File: src/rtl/instruction_sequencer.sv
// Program sequencer: fetches instruction words from a sync-read memory and
// issues them to the controller, with counted, nestable hardware loops.
module instruction_sequencer #(
    parameter int depth      = 2,
    parameter int W          = 16,
    parameter int insW       = (depth > 2) ? depth : 2,
    parameter int insD       = ((1 << depth) > W) ? (1 << depth) : W,
    parameter int insWidth   = 4 + 2 + 2 * insW + insD,
    parameter int PCW        = 8,
    parameter int LCW        = 8,
    parameter int LOOP_DEPTH = 2
) (
    input  logic                CLK,
    input  logic                RESETn,
    input  logic                start,
    input  logic [PCW-1:0]      startAddr,
    output logic [PCW-1:0]      progAddr,
    output logic                progRead,
    input  logic [insWidth-1:0] progData,
    output logic [insWidth-1:0] instruction,
    output logic                instrValid,
    output logic                busy,
    output logic                done,
    output logic                error
);

    localparam int SPW   = $clog2(LOOP_DEPTH + 1);
    localparam int SLOTS = 1 << SPW;

    localparam logic [3:0] OP_LS   = 4'b0100;
    localparam logic [3:0] OP_LE   = 4'b0101;
    localparam logic [3:0] OP_NOP  = 4'b0110;
    localparam logic [3:0] OP_HALT = 4'b0111;

    localparam logic [insWidth-1:0] IDLE_INS =
        {4'b1111, {(insWidth-4){1'b0}}};

    typedef enum logic [1:0] {
        S_IDLE,
        S_PRIME,
        S_RUN
    } state_e;

    state_e              state_q, state_d;
    logic [PCW-1:0]      pc_q, pc_d;
    logic                fv_q, fv_d;
    logic [SPW-1:0]      sp_q, sp_d;
    logic [insWidth-1:0] ins_q, ins_d;
    logic                iv_q, iv_d;
    logic                done_q, done_d;
    logic                err_q, err_d;

    logic [PCW-1:0]      stk_start_q [SLOTS];
    logic [LCW-1:0]      stk_rem_q   [SLOTS];

    logic                push, dec;
    logic [3:0]          opcode;
    logic [LCW-1:0]      loop_n, n_m1;
    logic [SPW-1:0]      top;
    logic                full, empty;
    logic [PCW-1:0]      top_start;
    logic [LCW-1:0]      top_rem;
    logic                is_ls, is_le, is_nop, is_halt;

    assign opcode    = progData[insWidth-1 -: 4];
    assign loop_n    = progData[LCW-1:0];
    // N=0 runs the body once, same as N=1
    assign n_m1      = (loop_n == '0) ? '0 : loop_n - LCW'(1);
    assign top       = sp_q - SPW'(1);
    assign full      = (sp_q == SPW'(LOOP_DEPTH));
    assign empty     = (sp_q == '0);
    assign top_start = stk_start_q[top];
    assign top_rem   = stk_rem_q[top];

    assign is_ls   = (opcode == OP_LS);
    assign is_le   = (opcode == OP_LE);
    assign is_nop  = (opcode == OP_NOP);
    assign is_halt = (opcode == OP_HALT);

    assign progAddr    = pc_q;
    assign progRead    = (state_q != S_IDLE);
    assign busy        = (state_q != S_IDLE);
    assign instruction = ins_q;
    assign instrValid  = iv_q;
    assign done        = done_q;
    assign error       = err_q;

    always_comb begin
        state_d = state_q;
        pc_d    = pc_q;
        fv_d    = fv_q;
        sp_d    = sp_q;
        ins_d   = IDLE_INS;
        iv_d    = 1'b0;
        done_d  = 1'b0;
        err_d   = err_q;
        push    = 1'b0;
        dec     = 1'b0;
        unique case (state_q)
            S_IDLE: begin
                if (start) begin
                    pc_d    = startAddr;
                    sp_d    = '0;
                    err_d   = 1'b0;
                    state_d = S_PRIME;
                end
            end
            S_PRIME: begin
                pc_d    = pc_q + PCW'(1);
                fv_d    = 1'b1;
                state_d = S_RUN;
            end
            S_RUN: begin
                pc_d = pc_q + PCW'(1);
                fv_d = 1'b1;
                if (fv_q) begin
                    unique case (1'b1)
                        is_ls: begin
                            if (full) begin
                                err_d   = 1'b1;
                                sp_d    = '0;
                                fv_d    = 1'b0;
                                state_d = S_IDLE;
                            end else begin
                                push = 1'b1;
                                sp_d = sp_q + SPW'(1);
                            end
                        end
                        is_le: begin
                            if (empty) begin
                                err_d   = 1'b1;
                                fv_d    = 1'b0;
                                state_d = S_IDLE;
                            end else if (top_rem != '0) begin
                                // word already fetched for a+1 is dropped
                                dec  = 1'b1;
                                pc_d = top_start;
                                fv_d = 1'b0;
                            end else begin
                                sp_d = sp_q - SPW'(1);
                            end
                        end
                        is_nop: begin
                        end
                        is_halt: begin
                            done_d  = 1'b1;
                            sp_d    = '0;
                            fv_d    = 1'b0;
                            state_d = S_IDLE;
                        end
                        default: begin
                            ins_d = progData;
                            iv_d  = 1'b1;
                        end
                    endcase
                end
            end
            default: state_d = S_IDLE;
        endcase
    end

    always_ff @(posedge CLK or negedge RESETn) begin
        if (!RESETn) begin
            state_q <= S_IDLE;
            pc_q    <= '0;
            fv_q    <= 1'b0;
            sp_q    <= '0;
            ins_q   <= IDLE_INS;
            iv_q    <= 1'b0;
            done_q  <= 1'b0;
            err_q   <= 1'b0;
        end else begin
            state_q <= state_d;
            pc_q    <= pc_d;
            fv_q    <= fv_d;
            sp_q    <= sp_d;
            ins_q   <= ins_d;
            iv_q    <= iv_d;
            done_q  <= done_d;
            err_q   <= err_d;
        end
    end

    always_ff @(posedge CLK or negedge RESETn) begin
        if (!RESETn) begin
            for (int i = 0; i < SLOTS; i++) begin
                stk_start_q[i] <= '0;
                stk_rem_q[i]   <= '0;
            end
        end else if (push) begin
            stk_start_q[sp_q] <= pc_q;
            stk_rem_q[sp_q]   <= n_m1;
        end else if (dec) begin
            stk_rem_q[top] <= top_rem - LCW'(1);
        end
    end

endmodule

File: config.mk
export PLATFORM = sky130hd
export DESIGN_NAME = instruction_sequencer
export DESIGN_NICKNAME = d
export VERILOG_FILES = /design/src/rtl/instruction_sequencer.sv
export SDC_FILE = /design/constraint.sdc
export NUM_CORES = 1
export LEC_CHECK = 0
export CAP_MARGIN = 10
export CORE_AREA = 4 4 101 103
export DETAILED_ROUTE_END_ITERATION = 8
export DIE_AREA = 0 0 105 107
export PLACE_DENSITY = 0.84
export SLEW_MARGIN = 15
export SYNTH_ARGS = -nofsm -noshare
export SYNTH_HDL_FRONTEND = slang
export SYNTH_SLANG_ARGS = --single-unit
File: constraint.sdc
create_clock -name CLK -period 12 [get_ports CLK]
set_input_delay 2.4 -clock CLK [delete_from_list [all_inputs] [get_ports CLK]]
set_output_delay 2.4 -clock CLK [all_outputs]
set_load 0.01 [all_outputs]
==> results by group <==
Status
  • Run status: finished, final reports clean

Yosys
  • Portion of the post-synthesis area used by sequential elements: 49.6%
  • Post-synthesis cell type count: 55
  • Number of nets produced by synthesis: 542
  • Synth Cell Area: 0.00536 mm^2
  • Number of synthesized register bits: 106
  • Ys async rst share: 100%
  • Leading register cell type out of synthesis: dfrtp_1
  • Number of instances in the synthesized netlist: 492
  • Number of enable-type register cells in the synthesized netlist: 0
  • Syn. warnings: 0
  • Post-synthesis area per instance: 10.9 um^2

Drt
  • Top routing layer used: met4
  • WL per Instance: 19.0 um
  • Wire length the detailed router placed on met1: 5430 um
  • Pre-antenna DRT Iters: 5
  • Drt first-iter violations: 347
  • Remaining antenna violation count: 0
  • Amount of wire on met3 after detailed routing: 792 um
  • Number of design rule violations left after detail routing: 0
  • Via density per instance: 6.17
  • Amount of wire on met2 after detailed routing: 6230 um
  • Routed wire length: 12700 um
  • Vias: 4126

Global routing
  • Initial antenna violation count: 0
  • Total overflow reported by the global router: 0
  • Wire length of the first global-routing pass: 21300 um
  • All-layer global routing usage: 23.7%
  • Largest net degree at the start of global routing: 85
  • Number of global-route vias before repair: 4176

Layout
  • # fillers: 674
  • Sequential cell area: 0.00266 mm^2
  • Share of post-route cells with drive strength above 1: 14.3%
  • Post-layout net count: 604
  • Multi-input gate area: 0.00249 mm^2
  • Area growth syn-to-layout: 17.9%
  • Antenna cells: 0

Clocking
  • Number of hold buffers added after CTS: 0
  • Clock transition at path regs: 100 ps
  • CTS Buffer Depth: 2
  • Clock network latency to the later pin of the worst-skew pair: 370 ps
  • Post-CTS sizing: 0
  • Cts bufs inserted: 9
  • Buffer count from post-CTS setup fixing: 0
  • Root Buffer Master: clkbuf_8
  • Clock tree from TritonCTS: built
  • Sinks on the clock net: 106
  • # H-tree levels: 3

Floorplanning
  • Top-Level Pins: 76
  • Die Area: 0.0112 mm^2
  • Core Footprint: 0.00920 mm^2
  • Vertical die dimension: 107 um
  • Number of placement rows: 35
  • Die W: 105 um
  • Starting density of the core: 58.2%

Setup path
  • Critical path's largest stage delay: 1050 ps
  • Crit Path Class: in2reg
  • Startpoint kind of the worst setup timing path: primary input
  • FF-to-FF End: stk_rem_q[23]
  • Depth of the worst register-to-register path: 11
  • Worst Path Required: 12260 ps
  • Endpoint arrival time on the critical path: 5510 ps
  • Peak fanout along the critical path: 23
  • Slowest CP cell: nand4_1
  • FF-to-FF setup slack: 8270 ps
  • Cell chain of the critical path: clkdlybuf4s50_1 -> nor3b_1 -> nand4_1 -> and2_1 -> mux2_2
  • Destination of the critical timing path: stk_rem_q[4]
  • Reg2reg start: sp_q[1]
  • Endpoint class of the critical path: flop
  • Worst setup path start: progData[24]

Pwr
  • Leakage power summed over all cells: 0.00283 uW
  • PwrDens: 228 mW/mm^2
  • Worst VDD drop: 0.124 mV

Hold path
  • Hold WC Path Type: reg2reg
  • Launch point of the worst hold path: stk_start_q[14]

Place
  • Setup slack after placement: 6480 ps
  • Count of input and output buffers: 75
  • Placed wire-length estimate after detailed placement: 9150 um
  • Global placer's final weighted congestion: 0.880

STA
  • Setup repair after global routing missed its margin: false
  • Final critical-path required period: 5250 ps
  • Max Fclk: 0.190 GHz
  • Final clock skew: 12.9 ps
  • Number of setup violations in the final report: 0
  • Setup Total Neg Slack: 0 ps
  • Relative max-transition margin: 23.5%
  • Final hold vios: 0
  • Transition at the pin with the smallest max-transition slack: 1140 ps
  • Final slew viol count: 0
  • Final Cycle Share: 43.8%
  • PnR worst setup slack: 6750 ps

Job
  • Max-cap violations: 0
==> flip-flops by register name, summed over array words and instances (netlist names) <==
register,count
sp_q,2
error,1
instrValid,1
stk_rem_q,32
instruction,26
stk_start_q,32
state_q,2
fv_q,1
progAddr,8
done,1
==> Yosys cell counts, types with 4 or more instances <==
cell / n / share of area, %
dfstp_2: 4 / 2.0
a21oi_1: 23 / 2.1
a221o_1: 8 / 1.5
xor2_1: 5 / 0.82
clkbuf_1: 23 / 1.6
dfrtp_1: 102 / 48
or3_1: 4 / 0.47
mux2_2: 23 / 4.8
nor2_1: 25 / 1.8
o22ai_1: 7 / 0.82
mux4_2: 16 / 6.7
mux2_4: 5 / 1.4
xnor2_1: 10 / 1.6
nor3_1: 13 / 1.2
inv_1: 20 / 1.4
and3_1: 4 / 0.47
nand2b_1: 5 / 0.58
o21ai_0: 22 / 2.1
nand2_1: 56 / 3.9
or2_2: 6 / 0.70
nand3_1: 20 / 1.9
ha_1: 13 / 3.0
and2_1: 25 / 2.9
==> layer usage <==
layer	vias to the layer above	global-route usage, %
met3	23	3.43
met1	2066	32.5
met4	0	9.37
met2	169	38.5
li1	1868	-
met5	-	0
==> report_power, final <==
part	total, uW	switching (uW)	internal (uW)	leakage [uW]
registers	510	70.7	439	0.00141
logic	731	403	328	0.00133
clock network	197	121	76.0	0.0000831
==> area by class of cell <==
| type | instances | share of cell area, % |
|---|---|---|
| sequential | 106 | 42.1 |
| multi-input combinational | 337 | 39.4 |
| tap | 111 | 2.20 |
| timing repair buffer | 80 | 12.4 |
| clock inverter | 5 | 0.614 |
| inverter | 20 | 1.19 |
| clock buffer | 10 | 2.02 |
==> metrics by stage <==
step	util, %	area, um^2	power (uW)	instances	hold slack [ps]
final	68.6	6310	1440	669	380
after floorplan	-	5360	1010	492	424
after global routing	68.6	6310	1540	669	397
after global placement	66.8	6140	1210	654	361
after detailed placement	66.8	6140	1240	654	364
after CTS	68.6	6310	1440	669	386
==> worst min path at each step <==
stage               slack (ps)               to  depth (start not counted)
global placement           360  stk_start_q[13]                          0
global route               400  stk_start_q[15]                          0
finish                     380  stk_start_q[14]                          0
CTS                        390  stk_start_q[14]                          0
detailed placement         360  stk_start_q[15]                          0
floorplan                  420  stk_start_q[10]                          1
==> critical path, delay by kind of cell <==
kind | cells | cell delay (ps)
mux | 1 | 300
simple gates | 3 | 2270
buf+inv | 1 | 520
==> cells in the final DEF (no fill, tap or decap), types with 5 or more instances in the layout <==
cell type / Yosys / final
a21oi_1: 23 / 23
a221o_1: 8 / 8
and2_1: 25 / 25
buf_4: 1 / 6
clkbuf_8: 0 / 9
clkdlybuf4s50_1: 0 / 74
dfrtp_1: 102 / 102
ha_1: 13 / 13
inv_1: 20 / 20
mux2_2: 23 / 23
mux2_4: 5 / 5
mux4_2: 16 / 16
nand2_1: 56 / 56
nand2b_1: 5 / 5
nand3_1: 20 / 20
nor2_1: 25 / 24
nor3_1: 13 / 13
o21ai_0: 22 / 22
o22ai_1: 7 / 7
or2_2: 6 / 6
xnor2_1: 10 / 10
xor2_1: 5 / 5
==> cells by family (layout without fill, tap and decap cells) <==
kind of cell	count (synthesis)	count (layout)	share of synthesized area [%]
flops	106	106	49.6
mux	46	46	13.3
compound gates	91	91	11.8
simple gates	172	172	15.8
xor+xnor	15	15	2.45
buf+inv	49	115	3.95
fa+ha+maj	13	13	3.04
No activity file was read; power rests on OpenSTA's default activity.
